`src/rtl/mips_pkg.sv`:
```
// Shared constants and types for the instruction fetch stage.
package mips_pkg;

  localparam int WORD_W = 32;

  localparam logic [WORD_W-1:0] RESET_PC = 32'h0000_0000;
  localparam logic [WORD_W-1:0] NOP_WORD = 32'h0000_0000;

  // BUBBLE: IF/ID holds a NOP; FILL: IF/ID holds a real instruction.
  typedef enum logic {
    BUBBLE = 1'b0,
    FILL   = 1'b1
  } fetch_state_t;

  // Instructions are word aligned, so the low two address bits are dropped.
  function automatic logic [WORD_W-1:0] alignWord(input logic [WORD_W-1:0] addr);
    return {addr[WORD_W-1:2], 2'b00};
  endfunction

endpackage

```
`src/rtl/fetch_if.sv`:
```
// Bus between the fetch stage, the hazard/branch logic, instruction memory and decode.
interface fetch_if;
  import mips_pkg::*;

  logic              stall;
  logic              redirect;
  logic [WORD_W-1:0] redirect_target;
  logic [WORD_W-1:0] imem_addr;
  logic [WORD_W-1:0] imem_rdata;
  logic [WORD_W-1:0] instruction;
  logic [WORD_W-1:0] pc_plus4;
  logic              valid;
  logic [WORD_W-1:0] fetch_count;

  // Environment side: hazard unit, branch unit, instruction memory and decode.
  modport master (
    output stall, redirect, redirect_target, imem_rdata,
    input  imem_addr, instruction, pc_plus4, valid, fetch_count
  );

  // Fetch stage side.
  modport slave (
    input  stall, redirect, redirect_target, imem_rdata,
    output imem_addr, instruction, pc_plus4, valid, fetch_count
  );

endinterface

```
`src/rtl/program_counter.sv`:
```
// Program counter: priority next-PC mux (redirect > stall > advance) with
// word alignment of redirect targets.
module program_counter
  import mips_pkg::*;
#(
  parameter logic [WORD_W-1:0] RESET_PC = mips_pkg::RESET_PC
) (
  input  logic              clk,
  input  logic              reset,
  input  logic              i_stall,
  input  logic              i_redirect,
  input  logic [WORD_W-1:0] i_redirectTarget,
  output logic [WORD_W-1:0] o_pc
);

  logic [WORD_W-1:0] r_pc;
  logic [WORD_W-1:0] w_nextPc;

  // Choose the next PC; a redirect wins even when a stall is requested.
  always_comb begin
    w_nextPc = r_pc;
    if (i_redirect) begin
      w_nextPc = alignWord(i_redirectTarget);
    end else if (!i_stall) begin
      w_nextPc = r_pc + 32'd4;
    end
  end

  // PC register; the add wraps naturally from FFFF_FFFC to 0.
  always_ff @(posedge clk or posedge reset) begin
    if (reset) begin
      r_pc <= RESET_PC;
    end else begin
      r_pc <= w_nextPc;
    end
  end

  assign o_pc = r_pc;

endmodule

```
`src/rtl/fetch.sv`:
```
// Instruction fetch stage: PC, IF/ID pipeline register, bubble/fill FSM and
// a count of instructions delivered to decode.
module fetch
  import mips_pkg::*;
#(
  parameter logic [WORD_W-1:0] RESET_PC = mips_pkg::RESET_PC,
  parameter logic [WORD_W-1:0] NOP_WORD = mips_pkg::NOP_WORD
) (
  input  logic   clk,
  input  logic   reset,
  fetch_if.slave bus
);

  logic [WORD_W-1:0] w_pc;
  logic [WORD_W-1:0] w_pcPlus4;
  fetch_state_t      r_state;
  logic [WORD_W-1:0] r_instruction;
  logic [WORD_W-1:0] r_pcPlus4;
  logic [WORD_W-1:0] r_fetchCount;

  program_counter #(
    .RESET_PC (RESET_PC)
  ) u_programCounter (
    .clk              (clk),
    .reset            (reset),
    .i_stall          (bus.stall),
    .i_redirect       (bus.redirect),
    .i_redirectTarget (bus.redirect_target),
    .o_pc             (w_pc)
  );

  assign w_pcPlus4 = w_pc + 32'd4;

  // IF/ID register, FSM and fetch counter: redirect flushes, stall holds, otherwise latch.
  always_ff @(posedge clk or posedge reset) begin
    if (reset) begin
      r_state       <= BUBBLE;
      r_instruction <= NOP_WORD;
      r_pcPlus4     <= '0;
      r_fetchCount  <= '0;
    end else if (bus.redirect) begin
      r_state       <= BUBBLE;
      r_instruction <= NOP_WORD;
    end else if (!bus.stall) begin
      r_state       <= FILL;
      r_instruction <= bus.imem_rdata;
      r_pcPlus4     <= w_pcPlus4;
      r_fetchCount  <= r_fetchCount + 32'd1;
    end
  end

  assign bus.imem_addr   = w_pc;
  assign bus.instruction = r_instruction;
  assign bus.pc_plus4    = r_pcPlus4;
  assign bus.valid       = (r_state == FILL);
  assign bus.fetch_count = r_fetchCount;

endmodule

```
`src/flat_wrapper.sv`:
```
// flat-port wrapper written by rule: the top's interface ports become plain ports
module fetch_flat import mips_pkg::*;
#(
  parameter logic [WORD_W-1:0] RESET_PC = mips_pkg::RESET_PC,
  parameter logic [WORD_W-1:0] NOP_WORD = mips_pkg::NOP_WORD
)
  (clk, reset, bus_stall, bus_redirect, bus_redirect_target, bus_imem_rdata, bus_imem_addr, bus_instruction, bus_pc_plus4, bus_valid, bus_fetch_count);
  fetch_if bus_i ();
  input  logic clk;
  input  logic reset;
  input wire logic [$bits(bus_i.stall)-1:0] bus_stall;
  input wire logic [$bits(bus_i.redirect)-1:0] bus_redirect;
  input wire logic [$bits(bus_i.redirect_target)-1:0] bus_redirect_target;
  input wire logic [$bits(bus_i.imem_rdata)-1:0] bus_imem_rdata;
  output wire logic [$bits(bus_i.imem_addr)-1:0] bus_imem_addr;
  output wire logic [$bits(bus_i.instruction)-1:0] bus_instruction;
  output wire logic [$bits(bus_i.pc_plus4)-1:0] bus_pc_plus4;
  output wire logic [$bits(bus_i.valid)-1:0] bus_valid;
  output wire logic [$bits(bus_i.fetch_count)-1:0] bus_fetch_count;
  assign bus_i.stall = bus_stall;
  assign bus_i.redirect = bus_redirect;
  assign bus_i.redirect_target = bus_redirect_target;
  assign bus_i.imem_rdata = bus_imem_rdata;
  assign bus_imem_addr = bus_i.imem_addr;
  assign bus_instruction = bus_i.instruction;
  assign bus_pc_plus4 = bus_i.pc_plus4;
  assign bus_valid = bus_i.valid;
  assign bus_fetch_count = bus_i.fetch_count;
  fetch #(.RESET_PC(RESET_PC), .NOP_WORD(NOP_WORD)) u_core (.clk(clk), .reset(reset), .bus(bus_i));
endmodule
```
`config.mk`:
```
export PLATFORM = sky130hd
export DESIGN_NAME = fetch_flat
export DESIGN_NICKNAME = d
export VERILOG_FILES = /design/src/rtl/mips_pkg.sv /design/src/rtl/fetch_if.sv /design/src/rtl/program_counter.sv /design/src/rtl/fetch.sv /design/src/flat_wrapper.sv
export SDC_FILE = /design/constraint.sdc
export NUM_CORES = 1
export LEC_CHECK = 0
export ABC_AREA = 1
export CAP_MARGIN = 20
export CORE_UTILIZATION = 25
export CTS_BUF_LIST = sky130_fd_sc_hd__clkbuf_4 sky130_fd_sc_hd__clkbuf_8
export DETAILED_ROUTE_END_ITERATION = 7
export PLACE_DENSITY = 0.45
export SYNTH_ARGS = -nofsm -noshare
export SYNTH_HDL_FRONTEND = slang
export SYNTH_HIERARCHICAL = 1
export SYNTH_SLANG_ARGS = --single-unit
```
`constraint.sdc`:
```
create_clock -name clk -period 7.9 [get_ports clk]
set_input_delay 1.58 -clock clk [delete_from_list [all_inputs] [get_ports clk]]
set_output_delay 1.58 -clock clk [all_outputs]
set_load 0.01 [all_outputs]
```
==> results of run 1 <==
[metrics by stage]
| step | power, mW | setup WS, ps |
|---|---|---|
| global route | 1.99 | 3760 |
| finish | 1.88 | 4040 |
| CTS | 1.92 | 3970 |
| global placement | 1.22 | 3520 |
| detailed placement | 1.22 | 3490 |
| floorplan | 0.974 | 3790 |
[layer usage]
layer	GRT usage	vias up	part of all wire
met1	0.222	3114	0.49
met5	0	-	0
met3	0.0380	12	0.059
met2	0.254	188	0.45
li1	-	3532	-
met4	0.0389	0	0.0092
[cells in the mapped netlist]
master	count	area (µm²)
nand3b_1	8	60.1
a21oi_1	1	5.00
a22o_1	4	35.0
conb_1	1	3.75
o21bai_1	14	105
buf_2	11	55.1
clkbuf_1	10	37.5
o211ai_1	2	15.0
o21ai_0	20	100
nor3_2	1	10.0
nand2_1	403	1510
nor2_1	85	319
buf_4	4	30.0
a31oi_1	1	6.26
nor3_1	5	25.0
or2_2	5	31.3
or2_1	1	6.26
dfrtp_1	127	3180
nor3b_1	1	7.51
nor2_2	20	125
nand2_4	2	22.5
buf_6	2	22.5
o311ai_1	1	8.76
nand3_1	123	616
xor2_1	19	166
clkinv_1	1	3.75
nand4_1	4	25.0
nor2_4	8	90.1
nand3_4	1	17.5
inv_2	4	15.0
xnor2_1	9	78.8
ha_1	3	37.5
nand2_2	9	56.3
inv_1	82	308
nor2_8	2	40.0
and2_1	7	43.8
clkinv_2	1	5.00
[logic make-up (layout without fill, tap and decap cells)]
logic type / Yosys count / after routing
AO/OA/AOI/OAI: 43 / 43
XOR/XNOR: 28 / 28
adder cells (fa/ha/maj): 3 / 3
other: 1 / 2
flip-flops: 127 / 127
buffers and inverters: 115 / 317
AND/OR/NAND/NOR: 685 / 685
[critical path, stage by stage]
cell	delay, ps
clkdlybuf4s50_1	390
buf_4	260
nor2_4	750
buf_4	500
nand3_1	230
nor2_1	230
nand2_1	90
xnor2_1	130
[worst max path at each step]
stage / slack, ps / cells past startpoint / to / from
finish: 4040 / 8 / u_core/bus.fetch_count[9] / bus_redirect
global route: 3760 / 9 / u_core/bus.fetch_count[27] / bus_redirect
CTS: 3970 / 9 / u_core/bus.fetch_count[27] / bus_redirect
detailed placement: 3490 / 9 / u_core/bus.fetch_count[27] / bus_redirect
global placement: 3520 / 9 / u_core/bus.fetch_count[27] / bus_redirect
floorplan: 3790 / 1 / u_core/bus.fetch_count[0] / reset
[registers in the layout, summed over array words and instances, names as in the netlist]
signal                        flops
u_core/bus.fetch_count           32
u_core/bus.instruction           32
u_core/bus.pc_plus4              32
u_core/u_programCounter/o_pc     30
u_core/bus.valid                  1
[power by group]
group          internal [mW]  leakage (nW)  switching, mW  total (mW)
logic                  0.201          2.68          0.193       0.393
registers              0.715          1.64         0.0915       0.806
clock network          0.389         0.230          0.290       0.679
[layout make-up]
type / count / area (µm²) / share of cell area
Clock buffer: 19 / 255 / 0.0256
Tap cell: 378 / 473 / 0.0474
Inverter: 88 / 334 / 0.0335
Timing Repair Buffer: 197 / 1960 / 0.196
Sequential cell: 127 / 3180 / 0.318
Multi-Input combinational cell: 761 / 3570 / 0.358
Clock inverter: 13 / 210 / 0.0211
==> flow_summary.yaml, run 1 <==
clock_tree:
  postCtsSetupBuffers: 0
  clock_path_buffers: 2
  cts_resized: 0
  clock_latency_ps: 440
  htreeDepth: 4
  cts_sinks: 127
  numCtsBuffers: 17
  cts_hold_buffers: 0
  cts_tree: "done"
  clk_pin_slew_worst_paths_ps: 80
  cts-root-buf: "clkbuf_8"
sta:
  maxSlewViolCount: 0
  finClkSkew_ps: 16.1
  rsz0062_at_grt: "no"
  fin_crit_ps: 3860
  tightestPinTransition_ps: 907
  hold_viol: 0
  finalSetupTns_ps: 0
  setup_violations: 0
  post-route-period-util: 0.489
  slew_headroom: 0.394
  max_freq_mhz: 259
  hold_ws_ps: 484
floorplan:
  rows: 61
  initial_utilization: 0.257
  dieArea_mm2: 0.0296
  die_h_um: 172
  die_w_um: 172
  core_region_area_mm2: 0.0281
  pin_count: 197
routing:
  detail-route-antenna-nets: 0
  route.detailed.drc: 0
  vias_per_cell: 4.32
  drt_wl_total_um: 23500
  dr_total_vias: 6846
  wire_per_inst_um: 14.8
  drt_pass1_iterations: 5
  drtIter0Drc: 517
finish:
  drive_above_1_share: 0.0763
  antenna_cells: 0
  fill_cells: 3042
  fin_nets: 1263
  finish.utilization: 0.356
  area_delta_synth_final_pct: 38.2
  design_area_mm2: 0.00999
  layout_common_cells: "403 x nand2_1, 191 x clkdlybuf4s50_1, 127 x dfrtp_1"
  layoutNonFillerInstCount: 1583
  final_common_cell: "nand2_1"
status:
  outcome: "complete, no violations"
synth:
  ys_types: 37
  synthMuxAreaShare: 0
  synth_area_per_cell_um2: 7.21
  synth_top_family_by_area: "simple AND/OR/NAND/NOR gates"
  yosysWarnings: 6
  yosys.area_share.simple: 0.416
  syn_inst: 1002
  synth-adder-area-share: 0.00520
  synth-seq-cells: 127
  ys_seq_area_frac: 0.440
  syn-cell-area_mm2: 0.00722
  synth_compound_area_frac: 0.0381
  synthXorXnorAreaFrac: 0.0339
grt:
  grt_pass1_vias: 6484
  grtUsageTotal: 0.162
  grt_pass1_wl_um: 36500
  grt-ovfl-total: 0
  grt_start_max_net_pins: 56
  antenna_found_initial: 0
placed_design:
  place_area_mm2: 0.00951
  place_congestion: 0.789
  post-place-cells: 1550
  dp_hpwl_um: 17000
  io_buffers: 192
critical_path:
  regToRegSetupSlack_ps: 6090
  worst_r2r_endpoint: "u_core/bus.pc_plus4[26]"
  worst_setup_path_start_kind: "input pin"
  critPathKind: "input pin to register"
  cp.arrival_ps: 4190
  cp-end-kind: "register"
  reg2reg_from: "u_core/u_programCounter/o_pc[3]"
  critPathRequiredTime_ps: 8220
  cp_max_fo: 37
  rr_worst_depth: 8
run:
  cap_violations: 0
min_path:
  hold_end: "u_core/bus.pc_plus4[16]"
  hp-class: "register to register"
  min_from: "u_core/bus.pc_plus4[16]"
  min_path_cells: 2
power_and_ir_drop:
  cellLeakagePower_nw: 4.55
  ir_worst_vdd_v: 0.000122
  power_density_mw_per_mm2: 188
No activity file was read; power rests on OpenSTA's default activity.
==> inputs of run 2 (changes only) <==
- clock period: 7.9 -> 3.75 ns (I/O delays scaled with it)
==> flow_summary.yaml, run 2 (synthesized netlist as in run 1, its figures left out) <==
finish:
  drive_above_1_share: 0.0802
  fin_nets: 1268
  finish.utilization: 0.355
  area_delta_synth_final_pct: 38.0
  antenna_cells: 0
  final_common_cell: "nand2_1"
  layout_common_cells: "403 x nand2_1, 191 x clkdlybuf4s50_1, 127 x dfrtp_1"
sta:
  max_freq_mhz: 408
  finClkSkew_ps: 24.5
  setup_violations: 0
  finalSetupTns_ps: 0
  post-route-period-util: 0.653
  rsz0062_at_grt: "no"
  fin_crit_ps: 2450
  maxSlewViolCount: 0
  tightestPinTransition_ps: 853
  hold_viol: 0
  slew_headroom: 0.431
  layout_setup_ws_ps: 1300
clock_tree:
  cts_resized: 0
  cts_tree: "done"
  numCtsBuffers: 17
  cts-root-buf: "clkbuf_8"
  postCtsSetupBuffers: 0
  htreeDepth: 4
  clock_path_buffers: 2
  clock_latency_ps: 450
  cts_hold_buffers: 0
  cts_sinks: 127
  clk_pin_slew_worst_paths_ps: 80
routing:
  detail-route-antenna-nets: 0
  drtIter0Drc: 448
  route.detailed.drc: 0
  vias_per_cell: 4.34
  dr_total_vias: 6886
  drt_pass1_iterations: 5
  wire_per_inst_um: 14.8
  drt_wl_total_um: 23500
critical_path:
  worst_r2r_endpoint: "u_core/bus.pc_plus4[20]"
  critPathKind: "register to output pin"
  crit_buf_inv: 1
  regToRegSetupSlack_ps: 1980
  cp.arrival_ps: 1700
  worst_setup_path_start_kind: "register"
  critPathTopFamily: "flip-flops"
  critPathRequiredTime_ps: 3000
  rr_worst_depth: 8
  reg2reg_from: "u_core/u_programCounter/o_pc[2]"
  cp_slowest_cell: "dfrtp_1"
  cp_slowest_stage_delay_ps: 630
  cp-end-kind: "output pin"
  path_cells: "clkdlybuf4s50_1"
  cp_max_fo: 10
floorplan:
  rows: 61
  initial_utilization: 0.257
  core_region_area_mm2: 0.0281
  die_h_um: 172
  die_w_um: 172
  pin_count: 197
  dieArea_mm2: 0.0296
grt:
  antenna_found_initial: 0
  grtUsageTotal: 0.163
  grt-ovfl-total: 0
  grt_pass1_wl_um: 36900
  grt_pass1_vias: 6784
  grt_start_max_net_pins: 49
placed_design:
  dp_hpwl_um: 17300
  pre_cts_ws_ps: 977
  place_congestion: 0.777
  io_buffers: 192
power_and_ir_drop:
  cellLeakagePower_nw: 4.55
  p_clk_frac: 0.342
  swShare: 0.321
  power_density_mw_per_mm2: 385
  ir_worst_vdd_v: 0.000168
  p_int_mw: 2.61
  p_sw_mw: 1.23
  share_seq_of_total_power: 0.442
  comb_power_share: 0.216
run:
  cap_violations: 0
status:
  outcome: "complete, no violations"
min_path:
  min_path_cells: 2
  hold_end: "u_core/bus.pc_plus4[1]"
  min_from: "u_core/bus.pc_plus4[1]"
  hp-class: "register to register"
[run 2: worst max-delay path by stage]
stage / start / endpoint / slack [ps] / depth (start not counted)
finish: u_core/u_programCounter/o_pc[15] / bus_imem_addr[15] / 1300 / 1
global route: u_core/u_programCounter/o_pc[15] / bus_imem_addr[15] / 1220 / 1
CTS: u_core/u_programCounter/o_pc[10] / bus_imem_addr[10] / 1240 / 1
detailed placement: bus_redirect / u_core/bus.fetch_count[28] / 980 / 9
global placement: bus_redirect / u_core/bus.fetch_count[28] / 1010 / 9
floorplan: reset / u_core/bus.fetch_count[0] / 470 / 1
[run 2: power by group through the flow]
stage | combinational [mW] | sequential (mW) | clock, mW
2_1_floorplan | 0.323 | 1.73 | 0
3_3_place_gp | 0.842 | 1.73 | 0
3_5_place_dp | 0.840 | 1.73 | 0
4_1_cts | 0.844 | 1.70 | 1.37
5_1_grt | 0.928 | 1.73 | 1.42
6_report | 0.831 | 1.70 | 1.31
[run 2: per-layer routing]
layer,share of wire,global-route usage
met1,0.49,0.222
met5,0,0
met4,0.0083,0.0385
met2,0.44,0.261
met3,0.061,0.0373
[run 2: stage by stage]
step,std cells,instance area [µm²],power (mW),hold WS (ps)
after CTS,1588,9970,3.92,481
after global placement,1556,9550,2.57,459
final,1588,9970,3.84,476
after floorplan,1003,7230,2.05,509
after global routing,1588,9970,4.07,498
after detailed placement,1556,9550,2.57,462
[run 2: cell type report]
class,instances,area (µm²)
Clock buffer,18,241
Timing Repair Buffer,202,1990
Inverter,88,334
Sequential cell,127,3180
Clock inverter,14,181
Fill cell,3036,18100
Multi-Input combinational cell,761,3570
Tap cell,378,473
